**src/rtl/cw305_ml_sequencer.sv**
```systemverilog
// cw305_ml_sequencer: sequential single-layer neural network evaluator.
// One signed 8x8 MAC per cycle; each neuron takes pN_INPUTS MAC cycles plus
// one WRITE cycle, where a ReLU saturating at 127 produces the output byte.
module cw305_ml_sequencer #(
    parameter int pN_INPUTS  = 4,
    parameter int pN_OUTPUTS = 4,
    parameter int pACC_WIDTH = 20
) (
    input  logic                           usb_clk,
    input  logic                           rst,
    input  logic                           start,
    input  logic [pN_INPUTS*8-1:0]         inputs,
    input  logic [pN_INPUTS*pN_OUTPUTS*8-1:0] weights,
    input  logic [pN_OUTPUTS*8-1:0]        bias,
    output logic [pN_OUTPUTS*8-1:0]        outputs,
    output logic                           busy,
    output logic                           done,
    output logic                           trigger
);

    localparam int IW = (pN_INPUTS  > 1) ? $clog2(pN_INPUTS)  : 1;
    localparam int JW = (pN_OUTPUTS > 1) ? $clog2(pN_OUTPUTS) : 1;
    localparam logic [IW-1:0] I_LAST = IW'(pN_INPUTS - 1);
    localparam logic [JW-1:0] J_LAST = JW'(pN_OUTPUTS - 1);

    typedef enum logic [2:0] {IDLE, LOAD, MAC, WRITE, DONE} state_t;

    state_t state, state_nxt;

    logic [IW-1:0]                i_idx;
    logic [JW-1:0]                j_idx;
    logic signed [pACC_WIDTH-1:0] acc;

    // Snapshot of the operands, so the host may change its ports mid-run.
    logic signed [7:0] in_r [pN_INPUTS];
    logic signed [7:0] w_r  [pN_OUTPUTS][pN_INPUTS];
    logic signed [7:0] b_r  [pN_OUTPUTS];

    logic signed [15:0] prod;
    logic               i_last;
    logic               j_last;

    assign i_last  = (i_idx == I_LAST);
    assign j_last  = (j_idx == J_LAST);
    assign prod    = in_r[i_idx] * w_r[j_idx][i_idx];
    assign trigger = busy;

    // ReLU with saturation to the positive int8 range.
    function automatic logic [7:0] relu_sat(input logic signed [pACC_WIDTH-1:0] a);
        if (a < 0)
            return 8'd0;
        else if (a > pACC_WIDTH'(127))
            return 8'd127;
        else
            return a[7:0];
    endfunction

    // State register; reset wins over any transition.
    always_ff @(posedge usb_clk) begin
        if (rst) state <= IDLE;
        else     state <= state_nxt;
    end

    // Next-state and status decode.
    always_comb begin
        state_nxt = state;
        busy      = 1'b1;
        done      = 1'b0;
        case (state)
            IDLE: begin
                busy = 1'b0;
                if (start) state_nxt = LOAD;
            end
            LOAD:  state_nxt = MAC;
            MAC:   if (i_last) state_nxt = WRITE;
            WRITE: state_nxt = j_last ? DONE : MAC;
            DONE: begin
                done      = 1'b1;
                state_nxt = IDLE;
            end
            default: state_nxt = IDLE;
        endcase
    end

    // Datapath: operand snapshot, accumulate, write back one byte per neuron.
    always_ff @(posedge usb_clk) begin
        if (rst) begin
            outputs <= '0;
            acc     <= '0;
            i_idx   <= '0;
            j_idx   <= '0;
            for (int i = 0; i < pN_INPUTS; i++) in_r[i] <= '0;
            for (int j = 0; j < pN_OUTPUTS; j++) begin
                b_r[j] <= '0;
                for (int i = 0; i < pN_INPUTS; i++) w_r[j][i] <= '0;
            end
        end else begin
            case (state)
                LOAD: begin
                    for (int i = 0; i < pN_INPUTS; i++) in_r[i] <= inputs[i*8 +: 8];
                    for (int j = 0; j < pN_OUTPUTS; j++) begin
                        b_r[j] <= bias[j*8 +: 8];
                        for (int i = 0; i < pN_INPUTS; i++)
                            w_r[j][i] <= weights[(j*pN_INPUTS+i)*8 +: 8];
                    end
                    i_idx <= '0;
                    j_idx <= '0;
                    acc   <= pACC_WIDTH'($signed(bias[7:0]));
                end
                MAC: begin
                    acc <= acc + pACC_WIDTH'(prod);
                    if (!i_last) i_idx <= i_idx + 1'b1;
                end
                WRITE: begin
                    outputs[{j_idx, 3'b000} +: 8] <= relu_sat(acc);
                    if (!j_last) begin
                        j_idx <= j_idx + 1'b1;
                        i_idx <= '0;
                        acc   <= pACC_WIDTH'(b_r[j_idx + 1'b1]);
                    end
                end
                default: ;
            endcase
        end
    end

endmodule

```
**config.mk**
```make
export PLATFORM = sky130hd
export DESIGN_NAME = cw305_ml_sequencer
export DESIGN_NICKNAME = d
export VERILOG_FILES = /design/src/rtl/cw305_ml_sequencer.sv
export SDC_FILE = /design/constraint.sdc
export NUM_CORES = 1
export LEC_CHECK = 0
export CAP_MARGIN = 10
export CORE_MARGIN = 2
export CORE_UTILIZATION = 35
export CTS_CLUSTER_DIAMETER = 50
export DETAILED_ROUTE_END_ITERATION = 7
export GPL_TIMING_DRIVEN = 0
export SLEW_MARGIN = 20
export SYNTH_ARGS = -nofsm -noshare
export SYNTH_HDL_FRONTEND = slang
export SYNTH_SLANG_ARGS = --single-unit
export TNS_END_PERCENT = 10
```
**constraint.sdc**
```tcl
create_clock -name usb_clk -period 14.4 [get_ports usb_clk]
set_clock_uncertainty 0.05 [all_clocks]
set_input_delay 2.88 -clock usb_clk [delete_from_list [all_inputs] [get_ports usb_clk]]
set_output_delay 2.88 -clock usb_clk [all_outputs]
set_load 0.005 [all_outputs]
```
---- After elaboration in Yosys (flattened, before gate mapping) ----
Memories as Yosys holds them, arrays and structs flattened. A register that Yosys moved wholly into a read port is not among the register bits.
Index checks and enable logic that the tools add are counted.
cells by class
  order comparisons ....................... 3
  multipliers ............................. 1
  add/subtract/negate cells ............... 4
  bitwise logic cells ..................... 25
  shift-type cells ........................ 2
  eq/ne operators ......................... 10
  muxes and demuxes ....................... 54
  reduce and logical (&&, ||, !) cells .... 7
operators with widths
  operator                count
  $mux 8                  30
  $pmux 20 s3             1
  $bwmux 32               1
  $shift 8x7->32 const A  1
  $shiftx 8x7->32         1
  $or 1x1->1              24
  $add 20x16->20          1
  $gt 20x8->1 const B     1
  $lt 20x1->1 const B     1
  $mux 20                 1
  $bmux 8 s2              1
  $mul 8x8->16            1
  $mux 2                  7
  $pmux 3 s4              1
  $mux 3                  3
  $ne 2x2->1 const B      4
  $mux 1                  7
  $neg 5->7               1
  $eq 3x2->1 const B      2
  $pmux 2 s3              1
  $reduce_and 2->1        3
  $add 2x1->2 const B     2
  $eq 2x2->1 const B      2
  $pmux 2 s2              1
  8 further kinds         8
storage, ports and cells
  logic and storage cells ................. 114
  bits of input ports ..................... 195
  register bits ........................... 59
  RAM bits ................................ 192
  memories kept ........................... 3
memories
  name  words  width  rd ports  clocked after memory_dff  write ports  RTL line  source
  w_r   4      32     1         1                         4            36        logic signed [7:0] w_r [pN_OUTPUTS][pN_INPUTS];
  b_r   4      8      1         0                         4            37        logic signed [7:0] b_r [pN_OUTPUTS];
  in_r  4      8      1         1                         4            35        logic signed [7:0] in_r [pN_INPUTS];

---- Longest topological paths before layout ----
  depth after elaboration ................. 7
  depth in mapped cells ................... 24
  depth with buffers taken out ............ 21

---- Worst setup path after synthesis ----
No wires, ideal clock.
  path kind ............................... reg2reg
  start ................................... reg state[2]
  end ..................................... mem b_r[0][0], enable pin
  buffers on the path ..................... 0
  data required time ...................... 13.565 ns
  stages on the path, launching flop included .. 3
  data arrival time ....................... 9.384 ns
  slack ................................... 4.182 ns
  cell sequence ........................... dfxtp_1 > nand2b_1 > o21bai_1
RTL lines
  item                    RTL line  source
  from (decl)             28        state_t state, state_nxt;
  from (signal assigned)  61        else state <= state_nxt;
  to (decl)               37

==> out/qor.txt <==
STATUS
-----------------------------------------------------------------------------------------------------------------
Status                                                                                               complete, no violations

CTS
-----------------------------------------------------------------------------------------------------------------
Clock latency of the later-clocked register in the worst-skew pair                                        0.53 ns
CTS root buffer                                                                                         clkbuf_16
CTS sink cnt                                                                                                  255
CTS tree                                                                                                      yes
Number of resized instances in the post-cts repair step                                                         0
H-tree levels                                                                                                   2
Clk slew on worst S/H paths                                                                               0.06 ns
Num CTS Buffers                                                                                                34
Clock buffer depth                                                                                              3
Post-CTS Hold Buffers                                                                                           0
Number of buffers inserted to repair setup after CTS                                                            0

SYNTH
-----------------------------------------------------------------------------------------------------------------
Sequential share of the synthesized area                                                                    48.4%
Top cells by instance count after synthesis                                                          and2_1 (228), edfxtp_1 (192), inv_1 (102), fa_1 (88), dfxtp_1 (63)
Fraction of synthesized cell area taken by the top area cell type                                           39.7%
Mean area per synthesized cell                                                                          12.9 um^2
Dominant combinational cell family by area after synthesis                                            adder cells
Register bit count reported by yosys                                                                          255
Area of the mapped netlist                                                                             14500 um^2
Total number of yosys warnings                                                                                  0
Ys flop type                                                                                             edfxtp_1
Gate count after technology mapping                                                                          1126
Library cells used by synthesis                                                                                60
Top cells by area in the synthesized netlist                                                         edfxtp_1 (40%), fa_1 (12%), and2_1 (9.8%)
Most repeated cell in the gate-level netlist after synthesis                                               and2_1
Mux share of post-synthesis cell area                                                                       9.45%
Simple logic cell fraction of the synthesized area                                                          15.1%
Share of flip-flops with an asynchronous set or reset                                                          0%
Post-synthesis net count                                                                                     1461
Fraction of the mapped netlist area in compound gates                                                       5.20%
Area share of xor/xnor cells in the synthesized design                                                     0.904%
Number of synthesized flops with an enable pin                                                                192
Arithmetic-cell share of the synthesized area counting full adders, half adders and majority gates          16.6%
Post-synthesis cell type with the largest combined area                                                  edfxtp_1

FLOORPLANNING
-----------------------------------------------------------------------------------------------------------------
Placeable Area                                                                                         40900 um^2
FP Rows                                                                                                        74
Die extent in x                                                                                            208 um
Die boundary height                                                                                        208 um
Initial standard-cell utilization of the core                                                               35.5%
I/O Pins                                                                                                      230
Total Die Area                                                                                         43200 um^2

DETAILED ROUTING
-----------------------------------------------------------------------------------------------------------------
Number of vias per cell after detailed routing                                                               4.96
Vias after detailed routing                                                                                  9689
WL final                                                                                                 40400 um
Drt drc                                                                                                         0
Final antenna-violating net count                                                                               0
Number of design-rule violations left by the first detailed-router iteration                                  651
1st-pass router iterations                                                                                      7
Routed wire length per instance                                                                           20.7 um

GRT
-----------------------------------------------------------------------------------------------------------------
Aggregate global routing overflow                                                                               0
Maximum number of pins on one net before global-route repair                                                   27
First-pass GRT wire length                                                                               61400 um
Overall global routing resource usage                                                                       18.7%
Antenna violations before repair                                                                                4
Via count of the first global-routing pass                                                                  10500

PLACED DESIGN
-----------------------------------------------------------------------------------------------------------------
Total half-perimeter wirelength after legalization and detailed placement                                31200 um
Count of buffers from port buffering                                                                          228
Routability-driven placement congestion ratio                                                               0.895
Dpl ws                                                                                                    7.07 ns
Placed standard-cell area                                                                              17700 um^2

STA
-----------------------------------------------------------------------------------------------------------------
Highest attainable clock frequency                                                                        136 MHz
Worst slew margin relative to its limit                                                                     31.4%
Slew Viols, Final                                                                                               0
Minimum clock period after layout                                                                         7.37 ns
PnR worst setup slack                                                                                     7.03 ns
Final setup violation count                                                                                     0
Least-Margin Pin Slew                                                                                     1.03 ns
RSZ-0062 raised after global routing                                                                        false
Post-route clock period utilization                                                                         51.2%
Number of endpoints with negative hold slack in the final report                                                0
Setup_tns                                                                                                    0 ns
Smallest hold slack                                                                                      0.407 ns

CRITICAL PATH
-----------------------------------------------------------------------------------------------------------------
Nature of the critical path startpoint                                                                       flop
Crit path top cell by count                                                                                  fa_1
Crit path capture type                                                                                       flop
Critical path cell sequence                                                                          buf_1 -> mux4_2 -> mux4_2 -> and2_1 -> fa_1 -> inv_1 -> fa_1 -> inv_1 -> fa_1 -> fa_1 -> ha_1 -> ha_1 -> a21o_1 -> a21o_1 -> a21oi_1 -> o21ai_1 -> a31oi_1 -> xor2_1 -> a2111oi_0
Highest cell delay on the worst timing path                                                               0.63 ns
Data arrival time at the worst-slack endpoint                                                             7.70 ns
Cell family contributing the most delay on the critical path                                          adder cells
Buffers and inverters on the worst path                                                                         3
Worst-path fanout max                                                                                          12
Critical path required time                                                                              14.72 ns
Cell type of the slowest stage on the worst timing path                                                     buf_1
Critical path type                                                                                   flop to flop

FLOW RUN
-----------------------------------------------------------------------------------------------------------------
MaxCap Viol Count                                                                                               0

LAYOUT
-----------------------------------------------------------------------------------------------------------------
Fraction of layout cells with a size suffix above 1                                                         8.93%
Fin nets                                                                                                     1733
Number of fillers in the final layout                                                                        3750
Synthesis-to-layout area growth                                                                             29.2%
Post-route cell area                                                                                   18800 um^2

POWER AND IR DROP
-----------------------------------------------------------------------------------------------------------------
PnR Total Power                                                                                           2.54 mW
Peak supply drop                                                                                      0.0000789 V
Power per cell area                                                                                   136 nW/um^2
Total leakage power                                                                                       7.40 nW

WORST HOLD PATH
-----------------------------------------------------------------------------------------------------------------
Worst hold path class                                                                                flop to flop

==> worst paths after layout <==
kind	end	from	slack, ns	cells after the start
min reg2reg	acc[6]	acc[6]	0.41	2
max	acc[17]	flop	7.03	19
min	acc[6]	acc[6]	0.41	2
max reg2reg	acc[17]	flop	7.03	19
==> tightest hold or removal path: stages (launching register included) <==
cell	delay, ns
dfxtp_1	0.31
nand2_1	0.05
a21oi_1	0.05
==> placed cells by master, fill, tap and decap left out, types with 6 or more instances in the layout <==
master,instances
a21oi_1,26
a22oi_1,30
and2_1,228
buf_1,9
buf_12,6
clkbuf_1,42
clkbuf_16,35
clkdlybuf4s50_1,228
dfxtp_1,63
edfxtp_1,192
fa_1,88
ha_1,52
inv_1,102
mux2i_1,9
mux4_1,9
mux4_2,46
nand2_1,40
nand2b_1,6
nand3_1,8
nor2_1,57
nor2b_1,6
nor3_1,12
o211ai_1,9
o21ai_0,11
xnor2_1,10
==> through the flow <==
step                      cells  utilization (%)
final                      1955             45.9
after global routing       1954             45.9
after CTS                  1954             45.9
after detailed placement   1894             43.2
after global placement     1886             42.7
after floorplan            1126                -
==> registers in the layout, summed over array words and instances (netlist names), named ones only <==
signal	cells
i_idx	2
w_r	128
state	3
b_r	32
in_r	32
j_idx	2
acc	20
outputs	32
==> layer usage <==
layer	global-route usage, %	vias to the layer above	wire (um)
li1	-	4484	-
met1	24.4	4780	17200
met2	30.7	343	19300
met3	3.34	82	2340
met4	8.05	0	1610
met5	0	-	0
==> cell type report <==
type / count / area, um^2 / area share, %
clock buffer: 40 / 895 / 4.77
antenna: 1 / 2.50 / 0.0133
clock inverter: 20 / 199 / 1.06
multi-input combinational: 713 / 6880 / 36.6
tap: 532 / 666 / 3.55
sequential: 255 / 7030 / 37.4
timing repair buffer: 236 / 2460 / 13.1
inverter: 103 / 387 / 2.06
buffer: 55 / 254 / 1.35
==> power by group <==
part           internal, mW  switching (mW)
combinational         0.382           0.478
sequential            0.842          0.0206
clock                 0.488           0.334
total                  1.71           0.832
==> logic make-up after synthesis <==
logic type	after synthesis
AOI/OAI and AO/OA	109
xor gates and xnor gates	15
adders and majority gates	140
buffers and inverters	158
DFF	255
muxes	65
and+or+nand+nor	384
(Power assumes the default switching activity.)
